$ cat config.mk
export PLATFORM = sky130hd
export DESIGN_NAME = secure_apb_gate
export DESIGN_NICKNAME = d
export VERILOG_FILES = /design/src/rtl/secure_apb_gate.sv
export SDC_FILE = /design/constraint.sdc
export NUM_CORES = 1
export LEC_CHECK = 0
export BUFFER_PORTS_ARGS = -buffer_cell sky130_fd_sc_hd__clkbuf_2
export CORE_MARGIN = 2
export CORE_UTILIZATION = 47
export CTS_BUF_LIST = sky130_fd_sc_hd__clkbuf_8
export CTS_CLUSTER_SIZE = 24
export DETAILED_ROUTE_END_ITERATION = 10
export MAX_ROUTING_LAYER = met4
export PLACE_DENSITY_LB_ADDON = 0.1
export SLEW_MARGIN = 20
export SYNTH_ARGS = -nofsm -noshare
export SYNTH_HDL_FRONTEND = slang
export SYNTH_SLANG_ARGS = --single-unit
$ cat constraint.sdc
create_clock -name clk -period 2.6 [get_ports clk]
set_input_delay 0.13 -clock clk [delete_from_list [all_inputs] [get_ports clk]]
set_output_delay 0.13 -clock clk [all_outputs]
set_load 0.01 [all_outputs]
$ cat src/rtl/secure_apb_gate.sv
// APB gate: routes one-hot upstream selects to downstream targets, blocks protected
// targets while locked, and owns a password/status register with fail counting and lockout.
module secure_apb_gate #(
    parameter int                   NUM_TGT     = 2,
    parameter int                   ADDR_W      = 20,
    parameter int                   DATA_W      = 16,
    parameter logic [NUM_TGT-1:0]   PROT_MASK   = 2'b10,
    parameter int                   PW_TGT      = 1,
    parameter logic [ADDR_W-1:0]    PW_ADDR     = 20'h00C1A,
    parameter logic [DATA_W-1:0]    PW_VALUE    = 16'hA007,
    parameter int                   MAX_FAIL    = 3,
    parameter int                   LOCKOUT_CYC = 64,
    parameter int                   TIMEOUT_CYC = 16
) (
    input  logic                        clk,
    input  logic                        reset_n,
    input  logic [NUM_TGT-1:0]          psel_s,
    input  logic                        penable_s,
    input  logic                        pwrite_s,
    input  logic [DATA_W/8-1:0]         pstrb_s,
    input  logic [ADDR_W-1:0]           paddr_s,
    input  logic [DATA_W-1:0]           pwdata_s,
    output logic [DATA_W-1:0]           prdata_s,
    output logic                        pready_s,
    output logic                        pslverr_s,
    output logic [NUM_TGT-1:0]          psel_m,
    output logic                        penable_m,
    output logic                        pwrite_m,
    output logic [DATA_W/8-1:0]         pstrb_m,
    output logic [ADDR_W-1:0]           paddr_m,
    output logic [DATA_W-1:0]           pwdata_m,
    input  logic [NUM_TGT*DATA_W-1:0]   prdata_m,
    input  logic [NUM_TGT-1:0]          pready_m,
    input  logic [NUM_TGT-1:0]          pslverr_m,
    output logic                        locked_o,
    output logic                        lockout_o,
    output logic [1:0]                  fail_cnt_o
);
    localparam int SW = DATA_W / 8;
    localparam int TW = (TIMEOUT_CYC > 1) ? $clog2(TIMEOUT_CYC) : 1;
    localparam int LW = (LOCKOUT_CYC > 1) ? $clog2(LOCKOUT_CYC) : 1;

    typedef enum logic [2:0] {S_IDLE, S_FWD_SETUP, S_FWD_ACCESS, S_LOCAL, S_RESP} state_t;
    typedef enum logic [1:0] {K_ERR, K_PW, K_FWD} kind_t;

    typedef struct packed {
        logic              write;
        logic [SW-1:0]     strb;
        logic [ADDR_W-1:0] addr;
        logic [DATA_W-1:0] wdata;
    } req_t;

    state_t             state;
    kind_t              kind;
    req_t               req_q;
    logic [NUM_TGT-1:0] sel_q;
    logic [DATA_W-1:0]  rdata_q;
    logic               err_q;
    logic               abort_q;
    logic [TW-1:0]      tcnt;
    logic [LW-1:0]      lk_cnt;

    logic               up_sel, up_act, is_pw, prot_hit, sel_rdy, sel_err, pw_ok, pw_wr_done;
    logic [DATA_W-1:0]  sel_rdata, resp_rdata;
    logic               resp_err;

    assign up_sel   = |psel_s;
    assign up_act   = up_sel & penable_s;
    assign is_pw    = psel_s[PW_TGT] && (paddr_s == PW_ADDR);
    assign prot_hit = (|(psel_s & PROT_MASK)) && locked_o;
    assign sel_rdy  = |(sel_q & pready_m);
    assign sel_err  = |(sel_q & pslverr_m);

    always_comb begin
        sel_rdata = '0;
        for (int i = 0; i < NUM_TGT; i++)
            if (sel_q[i]) sel_rdata = sel_rdata | prdata_m[i*DATA_W +: DATA_W];
    end

    // Password check uses lockout_o as seen in the RESP cycle, so an expiring lockout still rejects.
    assign pw_ok = (req_q.wdata == PW_VALUE) && (&req_q.strb) && !lockout_o;

    always_comb begin
        resp_rdata = rdata_q;
        resp_err   = err_q;
        if (kind == K_PW) begin
            if (req_q.write) begin
                resp_rdata = '0;
                resp_err   = !pw_ok;
            end else begin
                resp_rdata = DATA_W'({fail_cnt_o, lockout_o, locked_o});
                resp_err   = 1'b0;
            end
        end
    end

    assign pready_s   = (state == S_RESP) && up_act;
    assign prdata_s   = pready_s ? resp_rdata : '0;
    assign pslverr_s  = pready_s && resp_err;
    assign pw_wr_done = pready_s && (kind == K_PW) && req_q.write;

    assign pwrite_m = req_q.write;
    assign pstrb_m  = req_q.strb;
    assign paddr_m  = req_q.addr;
    assign pwdata_m = req_q.wdata;

    always_ff @(posedge clk or negedge reset_n) begin
        if (!reset_n) begin
            state     <= S_IDLE;
            kind      <= K_ERR;
            req_q     <= '0;
            sel_q     <= '0;
            rdata_q   <= '0;
            err_q     <= 1'b0;
            abort_q   <= 1'b0;
            tcnt      <= '0;
            psel_m    <= '0;
            penable_m <= 1'b0;
        end else begin
            case (state)
                S_IDLE: if (up_sel && !penable_s) begin
                    req_q   <= '{pwrite_s, pstrb_s, paddr_s, pwdata_s};
                    sel_q   <= psel_s;
                    abort_q <= 1'b0;
                    rdata_q <= '0;
                    err_q   <= 1'b1;
                    if (!$onehot(psel_s)) begin
                        kind  <= K_ERR;
                        state <= S_LOCAL;
                    end else if (is_pw) begin
                        kind  <= K_PW;
                        state <= S_LOCAL;
                    end else if (prot_hit) begin
                        kind  <= K_ERR;
                        state <= S_LOCAL;
                    end else begin
                        kind   <= K_FWD;
                        psel_m <= psel_s;
                        state  <= S_FWD_SETUP;
                    end
                end
                S_LOCAL: begin
                    if (!up_sel)        state <= S_IDLE;
                    else if (penable_s) state <= S_RESP;
                end
                S_FWD_SETUP: begin
                    penable_m <= 1'b1;
                    tcnt      <= '0;
                    if (!up_sel) abort_q <= 1'b1;
                    state     <= S_FWD_ACCESS;
                end
                S_FWD_ACCESS: begin
                    if (!up_sel) abort_q <= 1'b1;
                    // A dropped upstream select still lets the downstream transfer finish.
                    if (sel_rdy || tcnt == TW'(TIMEOUT_CYC - 1)) begin
                        rdata_q   <= sel_rdy ? sel_rdata : '0;
                        err_q     <= sel_rdy ? sel_err : 1'b1;
                        psel_m    <= '0;
                        penable_m <= 1'b0;
                        state     <= (abort_q || !up_sel) ? S_IDLE : S_RESP;
                    end else begin
                        tcnt <= tcnt + 1'b1;
                    end
                end
                S_RESP:  state <= S_IDLE;
                default: state <= S_IDLE;
            endcase
        end
    end

    always_ff @(posedge clk or negedge reset_n) begin
        if (!reset_n) begin
            locked_o   <= 1'b1;
            lockout_o  <= 1'b0;
            fail_cnt_o <= '0;
            lk_cnt     <= '0;
        end else begin
            if (lockout_o) begin
                if (lk_cnt == '0) begin
                    lockout_o  <= 1'b0;
                    fail_cnt_o <= '0;
                end else begin
                    lk_cnt <= lk_cnt - 1'b1;
                end
            end
            if (pw_wr_done) begin
                if (pw_ok) begin
                    locked_o   <= !locked_o;
                    fail_cnt_o <= '0;
                end else if (!lockout_o && fail_cnt_o != 2'(MAX_FAIL)) begin
                    fail_cnt_o <= fail_cnt_o + 2'd1;
                    if (fail_cnt_o == 2'(MAX_FAIL - 1)) begin
                        lockout_o <= 1'b1;
                        lk_cnt    <= LW'(LOCKOUT_CYC - 1);
                    end
                end
            end
        end
    end
endmodule

==> impl_metrics.json <==
{
  "drt_iter0_markers": 115,
  "htree_levels": 3,
  "ioPinCount": 144,
  "worstPathArrival_ns": 2.15,
  "fin_crit_sh_pct": 87.7,
  "synth_edf_count": 0,
  "drv_slew": 0,
  "cts-hold-fix-buffers": 37,
  "place.detailed.hpwl_um": 6710,
  "postSynthNetCount": 506,
  "final.setup.tns_ns": 0,
  "grt_start_max_net_pins": 82,
  "synth.yosys.seq_area_share_pct": 53.3,
  "dr_total_vias": 3618,
  "vias_in_the_first_global_route": 3605,
  "max_slew.worst_pin.slew_ns": 0.728,
  "clk_path_buf_depth": 2,
  "fp.dieH_um": 94.0,
  "antenna_cells": 0,
  "post_drt_wl_per_cell_um": 13.8,
  "tritoncts.num_buffers": 9,
  "type_of_the_setup_path_with_the_least_slack": "reg -> out",
  "wl_met2_um": 4710,
  "cap_viol_max_count": 0,
  "insertion_delay_ns": 0.34,
  "initial_core_util_pct": 49.0,
  "run_status": "finished clean",
  "num_rows": 32,
  "worst-path-max-fanout": 12,
  "pwr_density_cell_nw_per_um2": 915,
  "top_cells_by_area_synth": "sky130_fd_sc_hd__dfrtp_1, sky130_fd_sc_hd__nand2_1, sky130_fd_sc_hd__a22oi_1",
  "yosysWarningCount": 0,
  "design_power_total_mw": 4.73,
  "setup_viol_count_final": 0,
  "n_fill_cell": 639,
  "die_width_um": 94.0,
  "cts.clk_slew.worst_paths_ns": 0.08,
  "ys_ff_latch": 81,
  "ys_types": 56,
  "slew_headroom_pct": 51.4,
  "share_of_cells_above_drive_strength_1_pct": 29.1,
  "cts_tree": "done",
  "hold_viol_final": 0,
  "global_route.usage.total_pct": 24.2,
  "critical_path_required_ns": 2.47,
  "route.final.wire_length_um": 9710,
  "skew_ns": 0.00954,
  "synthesized_cell_area_um2": 3800,
  "viasPerCell": 5.15,
  "synth_top_cell_by_area": "sky130_fd_sc_hd__dfrtp_1",
  "floorplan.core_area_um2": 7770,
  "synth_area_per_cell_um2": 9.06,
  "drc_violation_count_after_routing": 0,
  "root_buffer": "sky130_fd_sc_hd__clkbuf_8",
  "irDropWorstVdd_uv": 561,
  "grt_antenna_before_repair": 0,
  "worst_setup_path_end_kind": "output port",
  "dieArea_um2": 8830,
  "flow.area_growth_from_synthesis_pct": 35.9,
  "cts_setup_buffers": 0,
  "ys_dominant_reg_cell": "sky130_fd_sc_hd__dfrtp_1",
  "place_congestion": 0.748,
  "dr.max_layer_used": "met4",
  "fraction_of_synthesized_cell_area_taken_by_the_top_area_cell_type_pct": 52.6,
  "hold_depth": 3,
  "cell_count_after_synthesis": 420,
  "grt_setup_unrepaired": "false",
  "m1WireLength_um": 4280,
  "clock_sink_total": 81,
  "startpoint_type": "register",
  "holdCritPathClass": "in -> reg",
  "antenna_violating_nets_post_route": 0,
  "grt_pass1_wl_um": 16500,
  "ctsResizeCount": 0,
  "total_leakage_power_nw": 2.68,
  "port_bufs": 143,
  "final_net_count": 683,
  "met3RoutedLength_um": 540,
  "global_route.overflow_total": 0,
  "async_flop_share_pct": 100,
  "drt_pre_antenna_iters": 5,
  "final_critical_delay_including_setup_and_external_delays_ns": 2.28,
  "achievable-frequency_ghz": 0.439,
  "depth_of_the_most_critical_reg_to_reg_path": 5
}
## power by group
part	internal, mW	total [mW]	switching, mW
Combinational	0.706	1.66	0.954
Clock	0.485	0.912	0.427
Sequential	1.75	2.16	0.412
Total	2.94	4.73	1.79
## final cells by class
cell class	instances	area, um2	share of cell area (%)
flip-flops and latches	81	2030	39.2
multi-input cells	308	1640	31.7
repair buffers	186	1140	22.0
clock buffers	11	151	2.93
well taps	102	128	2.47
clock inverters	4	43.8	0.847
inverters	11	41.3	0.798
## cells by family (layout without fill, tap and decap cells)
| family | Yosys count | count (layout) | synth area share, % |
|---|---|---|---|
| AO/OA/AOI/OAI | 76 | 76 | 12.9 |
| buffers and inverters | 31 | 212 | 3.55 |
| flip-flops | 81 | 81 | 53.3 |
| AND/OR/NAND/NOR | 220 | 220 | 26.9 |
| adder cells (fa/ha/maj) | 6 | 6 | 1.97 |
| XOR/XNOR | 6 | 6 | 1.38 |
## layout by cell type (no fill, tap or decap), types with 2 or more instances in the layout
cell type                       Yosys  layout
sky130_fd_sc_hd__clkinv_2           0       2
sky130_fd_sc_hd__nor2b_1            2       2
sky130_fd_sc_hd__clkbuf_2           0     142
sky130_fd_sc_hd__nand3_1            3       3
sky130_fd_sc_hd__o21ai_1           17      17
sky130_fd_sc_hd__nor3_1             4       4
sky130_fd_sc_hd__nor4b_1            4       4
sky130_fd_sc_hd__ha_1               6       6
sky130_fd_sc_hd__a31oi_1            3       3
sky130_fd_sc_hd__nor4_1             2       2
sky130_fd_sc_hd__or2_1              1       2
sky130_fd_sc_hd__xor2_1             3       3
sky130_fd_sc_hd__clkbuf_8           0      11
sky130_fd_sc_hd__or3_1              4       4
sky130_fd_sc_hd__xnor2_1            3       3
sky130_fd_sc_hd__nand4_1            3       3
sky130_fd_sc_hd__nand3b_1           6       6
sky130_fd_sc_hd__nor2_1            11      11
sky130_fd_sc_hd__nand2_1          154     154
sky130_fd_sc_hd__a22oi_1           16      16
sky130_fd_sc_hd__dlygate4sd3_1      0      37
sky130_fd_sc_hd__o21ai_0           13      13
sky130_fd_sc_hd__dfrtp_1           80      80
sky130_fd_sc_hd__buf_4              1       6
sky130_fd_sc_hd__inv_1             10      11
sky130_fd_sc_hd__a21oi_1           11      11
sky130_fd_sc_hd__nor4_2             2       2
sky130_fd_sc_hd__and2_1            12      12
sky130_fd_sc_hd__a21o_1             2       2
## registers in the layout, indices dropped and copies added, names as in the netlist, 2 cells and up
register / flops
fail_cnt_o: 2
state: 3
tcnt: 4
pwdata_m: 16
lk_cnt: 6
psel_m: 2
rdata_q: 16
sel_q: 2
paddr_m: 20
pstrb_m: 2
kind: 2
## worst max-delay path: stages (launching register included)
cell,delay [ns]
sky130_fd_sc_hd__dfrtp_1,0.50
sky130_fd_sc_hd__nor4b_2,0.42
sky130_fd_sc_hd__nand2_1,0.23
sky130_fd_sc_hd__nor2_1,0.20
sky130_fd_sc_hd__buf_4,0.19
sky130_fd_sc_hd__and2_1,0.14
sky130_fd_sc_hd__clkbuf_2,0.13
## synth_stat cells (all sizes together) (2+ instances only)
cell / n
nand3b: 6
inv: 11
or2: 3
nor3: 4
nand4: 3
clkbuf: 4
or3: 5
nor4: 4
a21o: 2
dfrtp: 80
nor4b: 5
xor2: 3
buf: 16
a31oi: 3
nand2: 154
and2: 12
o21ai: 30
a32o: 2
ha: 6
xnor2: 3
o311ai: 2
a22oi: 16
nor2b: 2
nor2: 12
nand3: 3
a21oi: 12
## metal layers
layer,vias to the layer above,global-route usage [%]
li1,1777,-
met1,1709,31.9
met2,112,37.6
met3,20,3.93
met4,0,10.0
met5,-,-
## metrics by stage
| stage | area, um2 | worst slack [ns] | util, % | hold slack (ns) | instances |
|---|---|---|---|---|---|
| 2_1_floorplan | 3800 | 0.862 | - | -0.166 | 420 |
| 3_3_place_gp | 4600 | 0.720 | 59.2 | 0.321 | 651 |
| 3_5_place_dp | 4600 | 0.682 | 59.2 | 0.327 | 651 |
| 4_1_cts | 5170 | 0.290 | 66.5 | 0.0000858 | 703 |
| 5_1_grt | 5170 | 0.123 | 66.6 | 0.0132 | 703 |
| 6_report | 5170 | 0.320 | 66.6 | 0.0105 | 703 |
## path summary, 6_finish.rpt
path,start,endpoint,slack (ns)
worst max-delay path,state[1],prdata_s[7],0.32
max in group asynchronous,reset_n,pwdata_m[0],1.71
worst min register to register,rdata_q[7],rdata_q[7],0.47
worst min-delay path,paddr_s[16],paddr_m[16],0.01
worst max register to register,sel_q[0],tcnt[3],0.66
min in group asynchronous,reset_n,rdata_q[11],0.38
Note: power is estimated with default switching activity, not from simulation.
